File: src/rtl/alu_pkg.sv
// Shared definitions for the ALU operation sequencer: command codes and FSM state encoding.
package alu_pkg;

    localparam logic [2:0] CMD_ADD  = 3'd0;
    localparam logic [2:0] CMD_SUB  = 3'd1;
    localparam logic [2:0] CMD_SLT  = 3'd2;
    localparam logic [2:0] CMD_XOR  = 3'd3;
    localparam logic [2:0] CMD_NAND = 3'd4;
    localparam logic [2:0] CMD_AND  = 3'd5;
    localparam logic [2:0] CMD_NOR  = 3'd6;
    localparam logic [2:0] CMD_OR   = 3'd7;

    typedef enum logic [1:0] {
        ST_IDLE   = 2'd0,
        ST_SETTLE = 2'd1,
        ST_RESP   = 2'd2
    } state_t;

endpackage

File: src/rtl/settle_timer.sv
// Down-counter that measures the ALU settle window; done flags terminal count zero.
module settle_timer #(
    parameter int WIDTH = 3
) (
    input  logic             clk,
    input  logic             reset_n,
    input  logic             load,
    input  logic [WIDTH-1:0] load_val,
    input  logic             dec,
    output logic             done
);

    logic [WIDTH-1:0] count;

    always_ff @(posedge clk or negedge reset_n) begin
        if (!reset_n) begin
            count <= '0;
        end else if (load) begin
            count <= load_val;
        end else if (dec && (count != '0)) begin
            count <= count - WIDTH'(1);
        end
    end

    assign done = (count == '0);

endmodule

File: src/rtl/alu_op_sequencer.sv
// Issues one operation at a time to a combinational ALU, holds operands for a settle window,
// then returns the captured result and flags on a valid/ready response channel.
//
//   state     | meaning
//   ----------+---------------------------------------------------------
//   ST_IDLE   | ready for a request; operands from last op still driven
//   ST_SETTLE | operands held, settle timer counting down to capture
//   ST_RESP   | captured result presented, waiting for rsp_ready
module alu_op_sequencer
    import alu_pkg::*;
#(
    parameter int WIDTH         = 32,
    parameter int SETTLE_CYCLES = 4
) (
    input  logic             clk,
    input  logic             reset_n,
    input  logic             req_valid,
    output logic             req_ready,
    input  logic [WIDTH-1:0] req_a,
    input  logic [WIDTH-1:0] req_b,
    input  logic [2:0]       req_cmd,
    output logic             rsp_valid,
    input  logic             rsp_ready,
    output logic [WIDTH-1:0] rsp_result,
    output logic             rsp_carryout,
    output logic             rsp_zero,
    output logic             rsp_overflow,
    output logic [15:0]      op_count,
    output logic [WIDTH-1:0] alu_operandA,
    output logic [WIDTH-1:0] alu_operandB,
    output logic [2:0]       alu_command,
    input  logic [WIDTH-1:0] alu_result,
    input  logic             alu_carryout,
    input  logic             alu_zero,
    input  logic             alu_overflow
);

    localparam int TW = $clog2(SETTLE_CYCLES + 1);
    localparam logic [TW-1:0] LOAD_VAL = TW'(SETTLE_CYCLES - 1);

    state_t state, next_state;
    logic   accept, capture, complete, timer_done;

    settle_timer #(.WIDTH(TW)) u_timer (
        .clk      (clk),
        .reset_n  (reset_n),
        .load     (accept),
        .load_val (LOAD_VAL),
        .dec      (state == ST_SETTLE),
        .done     (timer_done)
    );

    always_ff @(posedge clk or negedge reset_n) begin
        if (!reset_n) begin
            state <= ST_IDLE;
        end else begin
            state <= next_state;
        end
    end

    always_comb begin
        next_state = state;
        accept     = 1'b0;
        capture    = 1'b0;
        complete   = 1'b0;
        case (state)
            ST_IDLE: begin
                if (req_valid && req_ready) begin
                    accept     = 1'b1;
                    next_state = ST_SETTLE;
                end
            end
            ST_SETTLE: begin
                if (timer_done) begin
                    capture    = 1'b1;
                    next_state = ST_RESP;
                end
            end
            ST_RESP: begin
                if (rsp_valid && rsp_ready) begin
                    complete   = 1'b1;
                    next_state = ST_IDLE;
                end
            end
            default: next_state = ST_IDLE;
        endcase
    end

    // req_ready is registered so it stays low throughout reset and rises on the first edge after release.
    always_ff @(posedge clk or negedge reset_n) begin
        if (!reset_n) begin
            req_ready <= 1'b0;
        end else begin
            req_ready <= (next_state == ST_IDLE);
        end
    end

    always_ff @(posedge clk or negedge reset_n) begin
        if (!reset_n) begin
            alu_operandA <= '0;
            alu_operandB <= '0;
            alu_command  <= '0;
        end else if (accept) begin
            alu_operandA <= req_a;
            alu_operandB <= req_b;
            alu_command  <= req_cmd;
        end
    end

    always_ff @(posedge clk or negedge reset_n) begin
        if (!reset_n) begin
            rsp_result   <= '0;
            rsp_carryout <= 1'b0;
            rsp_zero     <= 1'b0;
            rsp_overflow <= 1'b0;
        end else if (capture) begin
            rsp_result   <= alu_result;
            rsp_carryout <= alu_carryout;
            rsp_zero     <= alu_zero;
            rsp_overflow <= alu_overflow;
        end
    end

    always_ff @(posedge clk or negedge reset_n) begin
        if (!reset_n) begin
            rsp_valid <= 1'b0;
            op_count  <= 16'd0;
        end else if (capture) begin
            rsp_valid <= 1'b1;
        end else if (complete) begin
            rsp_valid <= 1'b0;
            op_count  <= op_count + 16'd1;
        end
    end

endmodule

File: config.mk
export PLATFORM = sky130hd
export DESIGN_NAME = alu_op_sequencer
export DESIGN_NICKNAME = d
export VERILOG_FILES = /design/src/rtl/alu_pkg.sv /design/src/rtl/settle_timer.sv /design/src/rtl/alu_op_sequencer.sv
export SDC_FILE = /design/constraint.sdc
export NUM_CORES = 1
export LEC_CHECK = 0
export CAP_MARGIN = 20
export CORE_MARGIN = 1
export CORE_UTILIZATION = 35
export DETAILED_ROUTE_END_ITERATION = 10
export PLACE_DENSITY = 0.7
export SYNTH_ARGS = -nofsm -noshare
export SYNTH_HDL_FRONTEND = slang
export SYNTH_SLANG_ARGS = --single-unit
File: constraint.sdc
create_clock -name clk -period 2.2 [get_ports clk]
set_input_delay 0.55 -clock clk [delete_from_list [all_inputs] [get_ports clk]]
set_output_delay 0.55 -clock clk [all_outputs]
set_load 0.05 [all_outputs]
==> results.yml <==
logic_synthesis:
  synth_area_leader_cell: "dfrtp_1"
  ys_warn_count: 0
  ys_seq_area_frac: 0.6428
  ys_seq_elements: 125
  synth.most_common_cell: "nand2_1"
  ys_types: 28
  synthCells: 451
  ys.flop_type: "dfrtp_1"
  synth_nets: 560
  synth_common_cells: "nand2_1 (215), dfrtp_1 (125), mux2_2 (35)"
  yosys.area.top_type_share: 0.6428
  synth_async_sr_flop_share: 1.000
  synth_area_leaders: "dfrtp_1 (64%), nand2_1 (17%), mux2_2 (8.1%), xnor2_1 (2.5%), buf_6 (0.93%)"
  netlist_area_um2: 4866
  synth_edf_count: 0
  syn_area_per_cell_um2: 10.79
drt:
  vias: 3942
  vias_per_cell: 4.526
  drt_pass1_iterations: 6
  wl_per_cell_um: 14.37
  final_antenna_net_count: 0
  drt_iter0_markers: 108
  wl_mm: 12.52
  drc: 0
pwr:
  p_leak_nw: 3.784
  peakVddDrop_uv: 910.5
  cellPowerDensity_nw_per_um2: 1768
worst_setup_path:
  crit_path_max_incr_delay_ns: 0.82
  startpoint_type: "register"
  arrival_ns: 1.60
  cp_slowest_cell: "clkdlybuf4s50_1"
  setup.worst_path.class: "reg -> out"
  crit_path_end_kind: "primary output"
  path_delay_family: "buffers and inverters"
  r2r_start: "u_timer.count[0]"
  worstPathBufferInverterCount: 1
  critPathRequiredTime_ns: 1.65
  path_cells: "clkdlybuf4s50_1"
  cp_max_fo: 3
  crit_path_start: "req_ready"
global_route:
  grt_pass1_vias: 4059
  globalRouteOverflowTotal: 0
  grt_pass1_wl_mm: 20.03
  grt_max_degree: 71
  antenna_found_initial: 0
  grt_util_all_layers: 0.1811
die:
  initial_core_util: 0.3631
  die_y_um: 119.9
  io_pins: 226
  die_area_um2: 14380
  die_w_um: 119.9
  std_cell_rows: 42
  design.core.area_um2: 13400
timing:
  setup_violations: 0
  rsz0062_at_grt: "no"
  fmax_mhz: 464.7
  finalSetupTns_ns: 0
  setup_slack_ns: 0.04824
  clock_skew_ns: 0.006619
  relSlewSlack: 0.5218
  period_minus_slack_ns: 2.152
  worst_pin_slew_ns: 0.7172
  hold_viol: 0
  slew_viol_final: 0
  finalCritPeriodShare: 0.9781
place:
  port_buffers: 225
  place.gp.congestion: 0.7698
  place_hpwl_mm: 8.949
  dp_slack_ns: 0.09195
job:
  cap_violations: 0
clock_network:
  cts_tree: "built"
  cts_max_level: 4
  cts-buffers-inserted: 17
  clock_path_buffers: 2
  ctsHoldBuffers: 0
  cts_sinks: 125
  path_clk_slew_ns: 0.05
  cts-root-buf: "clkbuf_16"
  clk_latency_ns: 0.40
worst_hold_path:
  hold_path.class: "in -> async"
layout:
  drive_gt1_frac: 0.1194
  fillers: 1084
  syn_to_final_growth_pct: 63.56
  fin_nets: 791
  num_antenna_cells: 0
status:
  status: "finished clean"
## placed cells by master, fill, tap and decap left out, drive strengths merged
| cell | n |
|---|---|
| nor2 | 7 |
| mux2 | 35 |
| a21oi | 1 |
| buf | 7 |
| clkdlybuf4s50 | 208 |
| clkbuf | 22 |
| o211ai | 1 |
| dlymetal6s2s | 5 |
| or2b | 1 |
| clkinvlp | 4 |
| nand3 | 6 |
| dlygate4sd2 | 11 |
| nand2b | 1 |
| and3 | 2 |
| dfrtp | 125 |
| a21o | 1 |
| or3 | 1 |
| ha | 3 |
| or2 | 2 |
| nand4 | 5 |
| bufinv | 4 |
| nand4b | 1 |
| xnor2 | 14 |
| nor3 | 3 |
| inv | 3 |
| nor3b | 1 |
| xor2 | 3 |
| clkinv | 2 |
| nor2b | 1 |
| nand2 | 215 |
## area by class of cell
type	count	area, µm²	share of cell area
clock inverters	10	160.2	0.02012
clock buffers	22	484.2	0.06084
well taps	176	220.2	0.02767
multi-input cells	304	1624	0.2041
flip-flops and latches	125	3128	0.3930
inverters	3	11.26	0.001415
repair buffers	231	2331	0.2929
## power by group
| part | leakage [nW] | internal [mW] | switching, mW |
|---|---|---|---|
| Sequential | 1.56 | 3.30 | 0.545 |
| Combinational | 1.92 | 2.47 | 4.78 |
| Clock | 0.304 | 2.01 | 0.966 |
| Total | 3.78 | 7.78 | 6.29 |
## registers in the layout, summed over array words and instances, names as in the netlist
name,cells
alu_command,3
alu_operandA,32
alu_operandB,32
op_count,16
req_ready,1
rsp_carryout,1
rsp_overflow,1
rsp_result,32
rsp_valid,1
rsp_zero,1
state,2
u_timer.count,3
## metrics by stage
step	util	power (mW)	cell area [µm²]	hold WS, ns	cells
finish	0.5939	14.07	7959	0.1500	871
global placement	0.5459	11.03	7316	0.4568	839
CTS	0.5930	14.23	7946	0.1496	871
detailed placement	0.5459	11.19	7316	0.4615	839
global route	0.5939	14.77	7959	0.1592	871
floorplan	-	8.598	4866	0.2544	451
## path summary, 6_finish.rpt
path	end	slack, ns	cells after the start
max in group asynchronous	alu_operandB[22]	1.40	2
min in group clk	alu_operandA[4]	0.47	2
worst max register to register	rsp_result[12]	0.35	6
worst min register to register	alu_operandA[4]	0.47	2
worst min-delay path	alu_operandB[31]	0.15	2
worst max-delay path	req_ready	0.05	1
## cells by family after synthesis
| kind of cell | share of synthesized area |
|---|---|
| AND/OR/NAND/NOR | 0.2080 |
| adder cells (fa/ha/maj) | 0.007715 |
| multiplexers | 0.08100 |
| AO/OA/AOI/OAI | 0.004114 |
| XOR/XNOR | 0.03060 |
| buffers and inverters | 0.02571 |
| flip-flops | 0.6428 |
## what timing repair did
action / CTS / global route
resized for setup: 11 / 5
pin swaps: 0 / 0
endpoints found under the setup margin: 11 / 5
buffers inserted: 0 / 0
## layer usage
| metal | global-route usage | vias to the layer above | routed length (µm) |
|---|---|---|---|
| li1 | - | 1881 | - |
| met1 | 0.2122 | 1886 | 5097 |
| met2 | 0.3032 | 160 | 6302 |
| met3 | 0.05751 | 15 | 921 |
| met4 | 0.07891 | 0 | 195 |
| met5 | 0 | - | 0 |
Power figures use the tool's default switching activity.
